**src/rtl/pcie_tx_pkg.sv**
```systemverilog
// Shared TX lane constants: ordered-set symbols, fixed words and scheduler state encoding.
// A saturating counter helper is also provided for the optional TX_SKP_COUNT_EN statistics.
package pcie_tx_pkg;

  localparam logic [7:0]  COM_SYM     = 8'hBC;
  localparam logic [7:0]  SKP_SYM     = 8'h1C;
  localparam logic [31:0] SKP_OS_WORD = {SKP_SYM, SKP_SYM, SKP_SYM, COM_SYM};
  localparam logic [31:0] IDLE_WORD   = 32'h0000_0000;

  localparam logic [1:0] ST_IDLE = 2'd0;
  localparam logic [1:0] ST_SKP  = 2'd1;
  localparam logic [1:0] ST_OS   = 2'd2;
  localparam logic [1:0] ST_DATA = 2'd3;

  typedef struct packed {
    logic [31:0] data;
    logic [3:0]  datak;
    logic        os_word;
  } tx_word_t;

  function automatic logic [15:0] sat_inc16(input logic [15:0] value);
    if (value == 16'hFFFF) begin
      return value;
    end else begin
      return value + 16'h0001;
    end
  endfunction

endpackage

```
**src/rtl/tx_lane_scheduler_skp_timer.sv**
```systemverilog
// SKP interval timer: raises skp_pending every SKP_INTERVAL cycles while skp_en is high,
// and records a sticky skp_miss when an interval expires with a request still outstanding.
module tx_skp_timer
  import pcie_tx_pkg::*;
#(
  parameter int SKP_INTERVAL = 295,
  parameter int CNT_W        = 12
) (
  input  logic clk,
  input  logic reset,
  input  logic skp_en,
  input  logic skp_sent,
  output logic skp_pending,
  output logic skp_miss
);

  localparam logic [CNT_W-1:0] CNT_LAST = CNT_W'(SKP_INTERVAL - 1);

  logic [CNT_W-1:0] cnt_r;
  logic             pending_r;
  logic             miss_r;
  logic             expire_s;

  assign expire_s = skp_en & (cnt_r == CNT_LAST);

  // Interval counter, pending request and sticky miss flag
  always_ff @(posedge clk or posedge reset) begin
    if (reset) begin
      cnt_r     <= '0;
      pending_r <= 1'b0;
      miss_r    <= 1'b0;
    end else if (!skp_en) begin
      cnt_r     <= '0;
      pending_r <= 1'b0;
    end else begin
      cnt_r <= expire_s ? '0 : cnt_r + CNT_W'(1);
      // A new expiry always re-arms, even in the cycle the previous SKP goes out.
      if (expire_s) begin
        pending_r <= 1'b1;
      end else if (skp_sent) begin
        pending_r <= 1'b0;
      end
      if (expire_s && pending_r && !skp_sent) begin
        miss_r <= 1'b1;
      end
    end
  end

  assign skp_pending = pending_r;
  assign skp_miss    = miss_r;

endmodule

```
**src/rtl/tx_lane_scheduler.sv**
```systemverilog
// Per-lane TX word scheduler arbitrating SKP, LTSSM ordered sets and link-layer data into one word stream.
// Optional build macro TX_SKP_COUNT_EN enables the saturating skp_count statistic.
module tx_lane_scheduler
  import pcie_tx_pkg::*;
#(
  parameter int SKP_INTERVAL = 295,
  parameter int CNT_W        = 12
) (
  input  logic        clk,
  input  logic        reset,
  input  logic        skp_en,
  input  logic        scr_disable,
  input  logic        os_valid,
  input  logic [31:0] os_data,
  input  logic [3:0]  os_datak,
  input  logic        os_last,
  output logic        os_ready,
  input  logic        dl_valid,
  input  logic [31:0] dl_data,
  input  logic [3:0]  dl_datak,
  input  logic        dl_sop,
  input  logic        dl_eop,
  output logic        dl_ready,
  output logic [31:0] tx_data,
  output logic [3:0]  tx_datak,
  output logic        turn_off,
  output logic        skp_miss,
  output logic        os_err,
  output logic [15:0] skp_count
);

  logic [1:0]  state_r;
  logic [1:0]  state_nxt_s;
  tx_word_t    word_s;
  logic        skp_pending_s;
  logic        skp_sent_s;
  logic        os_err_set_s;
  logic [31:0] tx_data_r;
  logic [3:0]  tx_datak_r;
  logic        turn_off_r;
  logic        os_err_r;

  tx_skp_timer #(
    .SKP_INTERVAL (SKP_INTERVAL),
    .CNT_W        (CNT_W)
  ) u_skp_timer (
    .clk         (clk),
    .reset       (reset),
    .skp_en      (skp_en),
    .skp_sent    (skp_sent_s),
    .skp_pending (skp_pending_s),
    .skp_miss    (skp_miss)
  );

  assign os_ready = (state_r == ST_OS);
  assign dl_ready = (state_r == ST_DATA);

  // Word selection and next-state decode; every handover goes back through IDLE
  always_comb begin
    state_nxt_s  = state_r;
    word_s       = '{data: IDLE_WORD, datak: 4'h0, os_word: 1'b0};
    skp_sent_s   = 1'b0;
    os_err_set_s = 1'b0;
    case (state_r)
      ST_IDLE: begin
        if (skp_pending_s) begin
          state_nxt_s = ST_SKP;
        end else if (os_valid) begin
          state_nxt_s = ST_OS;
        end else if (dl_valid && dl_sop) begin
          state_nxt_s = ST_DATA;
        end else begin
          state_nxt_s = ST_IDLE;
        end
      end
      ST_SKP: begin
        word_s      = '{data: SKP_OS_WORD, datak: 4'hF, os_word: 1'b0};
        skp_sent_s  = 1'b1;
        state_nxt_s = ST_IDLE;
      end
      ST_OS: begin
        if (os_valid) begin
          word_s      = '{data: os_data, datak: os_datak, os_word: 1'b1};
          state_nxt_s = os_last ? ST_IDLE : ST_OS;
        end else begin
          os_err_set_s = 1'b1;
          state_nxt_s  = ST_OS;
        end
      end
      ST_DATA: begin
        // SKP requests wait here until the packet closes.
        if (dl_valid) begin
          word_s      = '{data: dl_data, datak: dl_datak, os_word: 1'b0};
          state_nxt_s = dl_eop ? ST_IDLE : ST_DATA;
        end else begin
          state_nxt_s = ST_DATA;
        end
      end
      default: begin
        state_nxt_s = ST_IDLE;
      end
    endcase
  end

  // State, registered word outputs and the sticky ordered-set error
  always_ff @(posedge clk or posedge reset) begin
    if (reset) begin
      state_r    <= ST_IDLE;
      tx_data_r  <= 32'h0;
      tx_datak_r <= 4'h0;
      turn_off_r <= 1'b0;
      os_err_r   <= 1'b0;
    end else begin
      state_r    <= state_nxt_s;
      tx_data_r  <= word_s.data;
      tx_datak_r <= word_s.datak;
      turn_off_r <= scr_disable | word_s.os_word;
      os_err_r   <= os_err_r | os_err_set_s;
    end
  end

  assign tx_data  = tx_data_r;
  assign tx_datak = tx_datak_r;
  assign turn_off = turn_off_r;
  assign os_err   = os_err_r;

`ifdef TX_SKP_COUNT_EN
  logic [15:0] skp_count_r;

  // Saturating count of SKP ordered sets put on the lane
  always_ff @(posedge clk or posedge reset) begin
    if (reset) begin
      skp_count_r <= 16'h0;
    end else if (skp_sent_s) begin
      skp_count_r <= sat_inc16(skp_count_r);
    end
  end

  assign skp_count = skp_count_r;
`else
  assign skp_count = 16'h0;
`endif

endmodule

```
**config.mk**
```make
export PLATFORM = sky130hd
export DESIGN_NAME = tx_lane_scheduler
export DESIGN_NICKNAME = d
export VERILOG_FILES = /design/src/rtl/pcie_tx_pkg.sv /design/src/rtl/tx_lane_scheduler_skp_timer.sv /design/src/rtl/tx_lane_scheduler.sv
export SDC_FILE = /design/constraint.sdc
export NUM_CORES = 1
export LEC_CHECK = 0
export BUFFER_PORTS_ARGS = -buffer_cell sky130_fd_sc_hd__clkbuf_2
export CAP_MARGIN = 5
export CORE_MARGIN = 5
export CORE_UTILIZATION = 33
export DETAILED_ROUTE_END_ITERATION = 10
export GPL_TIMING_DRIVEN = 0
export PLACE_DENSITY = 0.66
export SLEW_MARGIN = 20
export SYNTH_ARGS = -nofsm -noshare
export SYNTH_HDL_FRONTEND = slang
export SYNTH_SLANG_ARGS = --single-unit
```
**constraint.sdc**
```tcl
create_clock -name clk -period 1.7 [get_ports clk]
set_input_delay 0.34 -clock clk [delete_from_list [all_inputs] [get_ports clk]]
set_output_delay 0.34 -clock clk [all_outputs]
set_load 0.01 [all_outputs]
```
==> impl_metrics.yaml <==
floorplan:
  io_pins: 138
  dieArea_sq_um: 8980
  core_sq_um: 7140
  die_h_um: 94.8
  die_x_um: 94.8
  rows: 31
  start_util_pct: 33.2
sta:
  max_slew_margin_pct: 56.6
  clock.fmax_mhz: 591
  hold_viol: 0
  grt_setup_unrepaired: "yes"
  tightestPinTransition_ps: 651
  setup_slack_ps: 8.06
  slew_viol_final: 0
  hold_slack_ps: 114
  clock_skew_ps: 6.64
  min_period_ps: 1690
  finalSetupViolations: 0
  fin_crit_sh_pct: 99.5
placement:
  port_buffers: 121
  place_hpwl_um: 4990
  place_congestion: 0.729
  pre_cts_ws_ps: -105
  dp.cells: 461
synth:
  postSynth.asyncResetShare_pct: 100
  synth_seq_area_share_pct: 57.0
  yosys.area_share.simple_pct: 11.7
  netlist.area_leader.share_pct: 57.0
  synth_cell_types: 34
  synth_top_family_by_area: "compound AO/OA/AOI/OAI gates"
  syn_area_sq_um: 2370
  synth_area_leaders: "dfrtp_1 57%, a21oi_1 9.5%, a22o_1 6.6%"
  yosys.area.top_type: "dfrtp_1"
  avgSynthCellArea_sq_um: 10.5
  synth_seq_cells: 54
  synth_xor_area_share_pct: 1.11
  synth.most_common_cell: "dfrtp_1"
  synth_ff_type: "dfrtp_1"
  synth_commonest_cells: "54 x dfrtp_1, 45 x a21oi_1, 23 x nand2_1"
  synthMuxAreaShare_pct: 0
  synth-compound-area-share_pct: 20.8
  synth-adder-area-share_pct: 1.05
  synth-warning-count: 0
  synth-edff-count: 0
  synthCells: 226
worst_setup_path:
  critPathKind: "reg -> reg"
  critPathRequiredTime_ps: 1880
  crit_family: "simple AND/OR/NAND/NOR gates"
  cp_max_fo: 5
  start_kind: "flip-flop"
  arrival_ps: 1870
  path_buf_inv: 1
  cp_slowest_cell: "or4b_4"
  end_kind: "flip-flop"
  max_stage_delay_ps: 550
  path_cells: "or4b_4 > o31ai_4 > buf_6 > a21oi_1"
final_layout:
  final_cells: 475
  fillers: 725
  diodes: 0
  drive_above_1_share_pct: 46.0
  final_core_util_pct: 47.3
  syn2layout_area_growth_pct: 42.3
  layout.nets: 458
cts:
  clk_path_buf_depth: 2
  htreeDepth: 2
  numCtsBuffers: 5
  cts_root_buf: "clkbuf_8"
  hold_buffers: 0
  clk_pin_slew_ps: 100
  clock-sinks: 54
  cts_tree: "done"
  worstSkewPairLatency_ps: 310
grt:
  first_global_vias: 2049
  grt_pass1_wl_um: 9700
  grt_overflow: 0
  grt.total_usage_pct: 13.8
  antenna_found_initial: 0
  grt_max_degree: 55
detailed_routing:
  wl_per_cell_um: 13.7
  first_iter_violations: 41
  finalWirelength_um: 6500
  drc: 0
  dr.pass1.iters: 4
  routed-via-count: 2160
  viasPerCell: 4.55
  drt.antenna.violating_nets: 0
outcome:
  outcome: "finished, final reports clean"
pwr:
  p_leak_nw: 1.78
  peakVddDrop_mv: 0.363
  power_density_nw_per_um2: 1050
job:
  maxCapViolations: 0
hold_path:
  min_path_type: "in -> async"
-- cells by family after synthesis --
kind of cell	count (synthesis)
DFF	54
xor gates and xnor gates	3
and+or+nand+nor	53
other	1
AOI/OAI and AO/OA	78
adders and majority gates	2
buffers and inverters	35
-- worst paths after layout --
| kind | startpoint | end | slack (ps) | cells after the start |
|---|---|---|---|---|
| max | u_skp_timer.cnt_r[3] | u_skp_timer.cnt_r[9] | 8 | 4 |
| min | reset | tx_data[16] | 110 | 2 |
| max reg2reg | u_skp_timer.cnt_r[3] | u_skp_timer.cnt_r[9] | 8 | 4 |
| min reg2reg | u_skp_timer.cnt_r[0] | u_skp_timer.cnt_r[0] | 480 | 1 |
| max in group asynchronous | reset | state_r[1] | 1110 | 2 |
| min in group clk | scr_disable | turn_off | 220 | 2 |
-- stage by stage --
stage	TNS, ps	cell area, sq um	power [mW]
2_1_floorplan	0	2430	2.21
3_3_place_gp	-36270	3160	2.67
3_5_place_dp	-1150	3160	2.69
4_1_cts	0	3320	3.60
5_1_grt	-390	3380	3.76
6_report	0	3380	3.53
-- where the power goes --
group	leakage [nW]	internal (mW)	switching, mW
Combinational	1.01	0.457	0.576
Clock	0.0587	0.447	0.429
Sequential	0.705	1.53	0.0957
-- flip-flops by register name (all words and copies together), names as in the netlist --
signal / flops
turn_off: 1
os_err: 1
u_skp_timer.skp_miss: 1
tx_data: 32
tx_datak: 4
u_skp_timer.skp_pending: 1
state_r: 2
u_skp_timer.cnt_r: 12
-- final cells by class --
cell class,instances,area (sq um),area share [%]
multi-input cells,152,912,27.0
repair buffers,129,669,19.8
well taps,99,124,3.67
plain buffers,27,174,5.15
clock buffers,5,68.8,2.04
clock inverters,3,47.5,1.41
inverters,6,25.0,0.741
flip-flops and latches,54,1360,40.1
-- per-layer routing --
layer,up-vias,track usage [%],part of all wire [%]
li1,1066,-,-
met1,980,16.2,41
met2,106,23.2,46
met3,8,5.34,12
met4,0,4.45,1.7
met5,-,0,0
-- cell usage in the layout (no fill, tap or decap), types with 5 or more instances in the layout --
master    instances
conb_1           16
clkbuf_1          6
buf_4            23
nand2_1          23
dfrtp_1          51
inv_1             5
clkbuf_8          5
a22o_1           18
clkbuf_2        123
a21oi_1          42
nand3_1           5
-- what timing repair did --
| item | in CTS | in global routing |
|---|---|---|
| resized for setup | 9 | 9 |
| endpoints found under the setup margin | 17 | 30 |
| cloned | 1 | 0 |
| setup buffers | 2 | 5 |
| pin swaps | 1 | 5 |
No activity file was read; power rests on OpenSTA's default activity.
